## src/rtl/arashi_pkg.sv

```systemverilog
// Shared op encoding and legality check for the arashi request scheduler.
// No logic state; pure types, constants and a combinational helper.
// Imported by the FIFO and the scheduler top.
package arashi_pkg;
  typedef logic [1:0] op_t;

  localparam op_t OP_NONE  = 2'b00;
  localparam op_t OP_READ  = 2'b01;
  localparam op_t OP_WRITE = 2'b10;

  // Only read and write reach the core; 00 and 11 are rejected at the host port.
  function automatic logic op_legal(input op_t op);
    return (op == OP_READ) || (op == OP_WRITE);
  endfunction
endpackage

```

## src/rtl/arashi_req_fifo.sv

```systemverilog
// Single-thread synchronous FIFO holding {op, data} entries for one core thread.
// Latency: a push is visible at rdata the cycle after the pushing edge; level is registered.
// Backpressure: push ignored while full, pop ignored while empty; full/empty are pre-edge.
module arashi_req_fifo #(
  parameter int WIDTH   = 34,
  parameter int FIFO_AW = 2
) (
  input  logic               clk,
  input  logic               rst,
  input  logic               push,
  input  logic               pop,
  input  logic [WIDTH-1:0]   wdata,
  output logic [WIDTH-1:0]   rdata,
  output logic               full,
  output logic               empty,
  output logic [FIFO_AW:0]   level
);
  localparam int DEPTH = 1 << FIFO_AW;

  logic [WIDTH-1:0] r_mem [DEPTH];
  logic [FIFO_AW:0] r_wp;
  logic [FIFO_AW:0] r_rp;
  logic [FIFO_AW:0] r_level;
  logic             w_push;
  logic             w_pop;

  // Extra pointer MSB separates the full case (laps differ) from empty.
  assign full   = (r_wp[FIFO_AW] != r_rp[FIFO_AW]) &&
                  (r_wp[FIFO_AW-1:0] == r_rp[FIFO_AW-1:0]);
  assign empty  = (r_wp == r_rp);
  assign w_push = push && !full;
  assign w_pop  = pop && !empty;
  assign rdata  = r_mem[r_rp[FIFO_AW-1:0]];
  assign level  = r_level;

  // Pointer and occupancy update; simultaneous push and pop leaves level unchanged.
  always_ff @(posedge clk or posedge rst) begin
    if (rst) begin
      r_wp    <= '0;
      r_rp    <= '0;
      r_level <= '0;
    end else begin
      if (w_push) r_wp <= r_wp + (FIFO_AW+1)'(1);
      if (w_pop)  r_rp <= r_rp + (FIFO_AW+1)'(1);
      case ({w_push, w_pop})
        2'b10:   r_level <= r_level + (FIFO_AW+1)'(1);
        2'b01:   r_level <= r_level - (FIFO_AW+1)'(1);
        default: r_level <= r_level;
      endcase
    end
  end

  // Storage array; contents are don't-care while the FIFO is empty, so no reset.
  always_ff @(posedge clk) begin
    if (w_push) r_mem[r_wp[FIFO_AW-1:0]] <= wdata;
  end
endmodule

```

## src/rtl/arashi_req_sched.sv

```systemverilog
// Host request intake into per-thread FIFOs, issuing one registered op per thread per cycle.
// Latency: request accepted at edge k into an empty FIFO appears on ctrl after edge k+1.
// Backpressure: req_ready = !full[req_tid] (pre-pop); stall freezes all FIFOs and zeroes ctrl.
module arashi_req_sched
  import arashi_pkg::*;
#(
  parameter int DATA_WIDTH       = 32,
  parameter int THREAD_NUM_WIDTH = 2,
  parameter int FIFO_AW          = 2
) (
  input  logic                                        clk,
  input  logic                                        rst,
  input  logic                                        req_valid,
  output logic                                        req_ready,
  input  logic [THREAD_NUM_WIDTH-1:0]                 req_tid,
  input  logic [1:0]                                  req_op,
  input  logic [DATA_WIDTH-1:0]                       req_data,
  output logic                                        req_err,
  input  logic                                        stall,
  output logic [2*(1<<THREAD_NUM_WIDTH)-1:0]          ctrl,
  output logic [DATA_WIDTH*(1<<THREAD_NUM_WIDTH)-1:0] data_in,
  output logic [(FIFO_AW+1)*(1<<THREAD_NUM_WIDTH)-1:0] level
);
  localparam int THREAD_NUM = 1 << THREAD_NUM_WIDTH;
  localparam int PW         = DATA_WIDTH + 2;

  if (THREAD_NUM_WIDTH < 2 || THREAD_NUM_WIDTH > 4) begin : g_bad_tnw
    $error("arashi_req_sched: THREAD_NUM_WIDTH must be within 2..4");
  end
  if (FIFO_AW < 1 || FIFO_AW > 4) begin : g_bad_aw
    $error("arashi_req_sched: FIFO_AW must be within 1..4");
  end

  logic [THREAD_NUM-1:0] w_full;
  logic [THREAD_NUM-1:0] w_empty;
  logic [THREAD_NUM-1:0] w_push;
  logic [THREAD_NUM-1:0] w_pop;
  logic [PW-1:0]         w_rdata [THREAD_NUM];
  logic                  w_acc;
  logic                  w_legal;

  logic [2*THREAD_NUM-1:0]          r_ctrl;
  logic [DATA_WIDTH*THREAD_NUM-1:0] r_data;
  logic                             r_err;

  assign req_ready = !w_full[req_tid];
  assign w_acc     = req_valid && req_ready;
  assign w_legal   = op_legal(op_t'(req_op));

  for (genvar t = 0; t < THREAD_NUM; t++) begin : g_thr
    assign w_push[t] = w_acc && w_legal && (req_tid == THREAD_NUM_WIDTH'(t));
    assign w_pop[t]  = !stall && !w_empty[t];

    arashi_req_fifo #(
      .WIDTH   (PW),
      .FIFO_AW (FIFO_AW)
    ) u_fifo (
      .clk   (clk),
      .rst   (rst),
      .push  (w_push[t]),
      .pop   (w_pop[t]),
      .wdata ({req_op, req_data}),
      .rdata (w_rdata[t]),
      .full  (w_full[t]),
      .empty (w_empty[t]),
      .level (level[t*(FIFO_AW+1) +: (FIFO_AW+1)])
    );
  end

  // Issue registers: drive the popped head, otherwise idle ctrl and hold data.
  always_ff @(posedge clk or posedge rst) begin
    if (rst) begin
      r_ctrl <= '0;
      r_data <= '0;
    end else begin
      for (int t = 0; t < THREAD_NUM; t++) begin
        if (w_pop[t]) begin
          r_ctrl[2*t +: 2]                 <= w_rdata[t][DATA_WIDTH +: 2];
          r_data[t*DATA_WIDTH +: DATA_WIDTH] <= w_rdata[t][DATA_WIDTH-1:0];
        end else begin
          r_ctrl[2*t +: 2] <= OP_NONE;
        end
      end
    end
  end

  // One-cycle error pulse for each accepted-but-dropped illegal op.
  always_ff @(posedge clk or posedge rst) begin
    if (rst) r_err <= 1'b0;
    else     r_err <= w_acc && !w_legal;
  end

  assign ctrl    = r_ctrl;
  assign data_in = r_data;
  assign req_err = r_err;
endmodule
```

## config.mk

```make
export PLATFORM = sky130hd
export DESIGN_NAME = arashi_req_sched
export DESIGN_NICKNAME = d
export VERILOG_FILES = /design/src/rtl/arashi_pkg.sv /design/src/rtl/arashi_req_fifo.sv /design/src/rtl/arashi_req_sched.sv
export SDC_FILE = /design/constraint.sdc
export NUM_CORES = 1
export LEC_CHECK = 0
export ABC_CLOCK_PERIOD_IN_PS = 5600
export BUFFER_PORTS_ARGS = -buffer_cell sky130_fd_sc_hd__buf_4
export CORE_ASPECT_RATIO = 1.5
export CORE_MARGIN = 3
export CORE_UTILIZATION = 35
export DETAILED_ROUTE_END_ITERATION = 8
export REMOVE_ABC_BUFFERS = 1
export SETUP_SLACK_MARGIN = 0.05
export SLEW_MARGIN = 40
export SYNTH_ARGS = -nofsm -noshare
export SYNTH_HDL_FRONTEND = slang
export SYNTH_SLANG_ARGS = --single-unit
```

## constraint.sdc

```tcl
create_clock -name clk -period 5.6 [get_ports clk]
set_input_delay 0.28 -clock clk [delete_from_list [all_inputs] [get_ports clk]]
set_output_delay 0.28 -clock clk [all_outputs]
set_load 0.05 [all_outputs]
```

==> reports/results.txt <==
From left edge to right edge, the die measures 232 um. The slowest library cell on the worst path was sky130_fd_sc_hd__dfrtp_4. Once placement completed, the tool counted placed cells totaling 2340.

By area the synthesized netlist is led by sky130_fd_sc_hd__edfxtp_1 61%, sky130_fd_sc_hd__dfrtp_1 16%, sky130_fd_sc_hd__mux4_2 11%, sky130_fd_sc_hd__mux2_2 5.4%, sky130_fd_sc_hd__ha_1 1.1%. The path type of the worst setup path is register to output pin. TritonCTS built the clock tree. In this run the clock root is driven by a sky130_fd_sc_hd__clkbuf_16. Power spread over the standard cell area amounts to 576 nW/um^2. The run finished with clean final reports. Maximum fanout along the worst path: 20. The tightest min-delay check is of the primary input to register type. The leakage power was 11.2 nW; the worst supply voltage drop on vdd was 0.000264 V. The sum of overflow across all layers after global routing was 0; the final worst-path cycle share was 54.8%.

In this design, the largest share of critical-path delay is due to flip-flops. The startpoint of the most critical setup path was g_thr[1].u_fifo.r_rp[0]$_DFFE_PP0P_. The largest stage delay on the critical path works out to 640 ps. CTS built an H-tree with a depth of 3.

Launch instance of the worst min-delay path: req_data[23]. The clock edge transition at the registers on the reported setup and hold paths works out to 70 ps. The tools report the initial core utilization as 35.6%. For this block, the via count after detailed routing is 12300. The number of clock buffers added by TritonCTS is 66. The tools report the arrival time of the worst setup path as 2790 ps. The number of storage elements in the synthesis netlist works out to 717.

Synthesis instantiated 33 different standard cells from the library. The routed design could run at a clock period as short as 3070 ps. In the final design database the tool counted 1505 nets. The setup clock skew after layout was 26.0 ps. The height of the die is 346 um. The run gives 63.3 mm as the total detailed-routing wirelength. The synthesized design spends more area on one cell type than any other, namely sky130_fd_sc_hd__edfxtp_1. The floorplan step defined a die boundary enclosing 80300 um^2. The slew at the pin closest to its max-slew limit is 798 ps. Of all flip-flops after synthesis, the portion carrying an async set or reset was 24.1%. Number of fill cells: 6502. Data on the critical path is required at its endpoint by 5320 ps. After detailed routing, the average wire length per cell comes to 25.4 um. The sequential cells in the finished layout cover a total of 20700 um^2.

For this design, the sink count on the clock tree is 717. The worst min-delay path endpoint was g_thr[0].u_fifo.r_mem[3][23]$_DFFE_PP_. The logs give 37.9 mm for the post-DP HPWL and 26900 um^2 for the netlist area before placement. The synthesized design contains 544 enable-type register cells.

STA classifies the critical path startpoint as a register. For the clock latency on the worst-skew pair, the log shows 600 ps. The tools report the via count of the first global-routing pass as 13600. The finished layout holds 2487 standard cells, fillers aside. The number of buffers and inverters on the critical path was 2.

Setup repair after global routing left no endpoint under its margin. The run gives 0 as the number of antenna violations at the first check in global routing. The run gives 5870 um^2 as the combined area of the multi-input logic cells. Using the TritonRoute via totals, the vias-per-cell ratio works out to 4.94. The number of pins with negative max-slew slack in the final report is 0. The critical path goes through buf_12, xnor2_1, nand3b_1, mux4_2, buf_4. The repair_antennas step left the layout with diodes totalling 0. Beginning of the worst register-to-register path: g_thr[1].u_fifo.r_rp[0]$_DFFE_PP0P_. The logs give 0 for the hold violation total from the final report and 0 for the number of gates resized after cts. The number of buffers added on ports is 189, and the fraction of the yosys area taken by sequential cells is 76.8%. The worst hold path depth is 1. The number of cells on the worst reg-to-reg path was 11; the overall power after layout was 0.0184 W.

For the DRC violations left, the log shows 0. The share of post-route cells with drive strength above 1 is 40.8%. After routing, the total negative slack on setup checks comes to 0 ps.

The synthesized design devotes to its leading area cell type 60.7% of total area. For the global-route wire length before repair, the log shows 93.3 mm. The tool flagged a number of max-cap violations equal to 0. Synthesis produced 1188 cells. The logs give 100 for the maximum number of pins on one net before global-route repair and 0 for the number of synthesis warnings.

For the number of top-level design ports, the log shows 190. The most used flip-flop cell after synthesis is sky130_fd_sc_hd__edfxtp_1. The core area was 75600 um^2; the minimum setup slack among reg-to-reg paths was 2600 ps. The detail route stage leaves a number of antenna-violating nets equal to 0.

Measured against its own limit, the worst slew margin works out to 46.8%. The mean cell area of the mapped netlist is 22.7 um^2. The first routing iteration left 807 violations.

The tools report the capturing element type of the critical path as an output pin. The post-synthesis to final-layout area growth came out at 18.6%. The pre-antenna-repair detailed-routing pass consisted of 6 iterations. Derived from the worst setup path, the maximum achievable clock frequency is 326 MHz. The endpoint identified for the worst register-to-register timing path is g_thr[1].u_fifo.level[2]$_DFFE_PP0P_. The tools report the number of core rows as 123. Setup violations remaining at the end of the flow were counted as 0.

For this run, the total global-route usage over all layers was measured as 15.9%. The number of buffers between clock root and the deepest sink was 3. At the end of routability-driven placement, the weighted congestion stood at 0.722.
[cell families (layout without fill, tap and decap cells)]
| logic type | after synthesis | count (layout) | share of synthesized area (%) |
|---|---|---|---|
| AO/OA/AOI/OAI | 6 | 6 | 0.186 |
| XOR/XNOR | 41 | 41 | 1.47 |
| adder cells (fa/ha/maj) | 28 | 28 | 1.41 |
| buffers and inverters | 73 | 372 | 1.70 |
| flip-flops | 717 | 717 | 76.8 |
| multiplexers | 275 | 275 | 17.3 |
| AND/OR/NAND/NOR | 48 | 48 | 1.10 |
[registers in the layout, summed over array words and instances (netlist names)]
register and count:
g_thr.u_fifo.r_mem 544, data_in 128, g_thr.u_fifo.level 12, g_thr.u_fifo.r_rp 12
g_thr.u_fifo.r_wp 12, ctrl 8, req_err 1
[per-stage QoR]
stage / hold slack, ps / util, % / setup WS, ps / cell area [um^2]
after global placement: 389 / 38.9 / 2250 / 29400
after CTS: 0.548 / 42.2 / 2460 / 31900
after detailed placement: 405 / 39.0 / 2550 / 29500
after global routing: 16.1 / 42.2 / 2360 / 31900
final: 30.2 / 42.2 / 2530 / 31900
after floorplan: 379 / - / 375 / 26500
[cells in the mapped netlist (15+ instances only)]
library cell               count
sky130_fd_sc_hd__and2_1       18
sky130_fd_sc_hd__buf_4        18
sky130_fd_sc_hd__buf_6        15
sky130_fd_sc_hd__clkbuf_1     15
sky130_fd_sc_hd__dfrtp_1     173
sky130_fd_sc_hd__edfxtp_1    544
sky130_fd_sc_hd__ha_1         24
sky130_fd_sc_hd__inv_1        22
sky130_fd_sc_hd__mux2_2      129
sky130_fd_sc_hd__mux4_2      135
sky130_fd_sc_hd__xnor2_1      24
sky130_fd_sc_hd__xor2_1       15
[layer usage]
layer,up-vias,GRT usage [%],wire length (um)
li1,5226,-,-
met1,6711,19.9,25200
met2,276,28.3,34100
met3,70,2.63,2730
met4,0,4.59,1250
met5,-,0,0
[worst max path at each step]
| stage | to | depth (start not counted) |
|---|---|---|
| after floorplan | g_thr[1].u_fifo.level[2]$_DFFE_PP0P_ | 8 |
| after global placement | g_thr[2].u_fifo.r_mem[2][29]$_DFFE_PP_ | 4 |
| after detailed placement | g_thr[1].u_fifo.level[2]$_DFFE_PP0P_ | 10 |
| after CTS | req_ready | 4 |
| after global routing | g_thr[1].u_fifo.level[2]$_DFFE_PP0P_ | 11 |
| final | req_ready | 5 |
[cells in the final DEF (no fill, tap or decap), types with 7 or more instances in the layout]
| master | count |
|---|---|
| sky130_fd_sc_hd__edfxtp_1 | 544 |
| sky130_fd_sc_hd__buf_4 | 201 |
| sky130_fd_sc_hd__dfrtp_1 | 165 |
| sky130_fd_sc_hd__mux4_2 | 135 |
| sky130_fd_sc_hd__mux2_2 | 129 |
| sky130_fd_sc_hd__clkbuf_16 | 68 |
| sky130_fd_sc_hd__dlygate4sd3_1 | 28 |
| sky130_fd_sc_hd__xnor2_1 | 24 |
| sky130_fd_sc_hd__ha_1 | 24 |
| sky130_fd_sc_hd__inv_1 | 21 |
| sky130_fd_sc_hd__xor2_1 | 15 |
| sky130_fd_sc_hd__clkinv_2 | 11 |
| sky130_fd_sc_hd__clkbuf_1 | 10 |
| sky130_fd_sc_hd__and2_1 | 9 |
| sky130_fd_sc_hd__and2_4 | 9 |
| sky130_fd_sc_hd__clkinv_1 | 8 |
| sky130_fd_sc_hd__dfrtp_4 | 7 |
[cell type report]
cell class | instances | share of cell area (%)
repair buffers | 232 | 5.79
clock buffers | 84 | 5.71
inverters | 22 | 0.282
clock inverters | 34 | 1.09
multi-input cells | 398 | 18.4
flip-flops and latches | 717 | 64.8
well taps | 1000 | 3.92
[what timing repair did]
item	CTS	global route
hold buffers	28	0
setup buffers	0	0
endpoints found under the hold margin	423	0
[where the power goes]
group	leakage, nW	switching (W)	internal (W)
sequential	6.93	0.000948	0.00655
combinational	3.19	0.00376	0.00262
clock	1.06	0.00193	0.00259
total	11.2	0.00663	0.0118
Power figures use the tool's default switching activity.
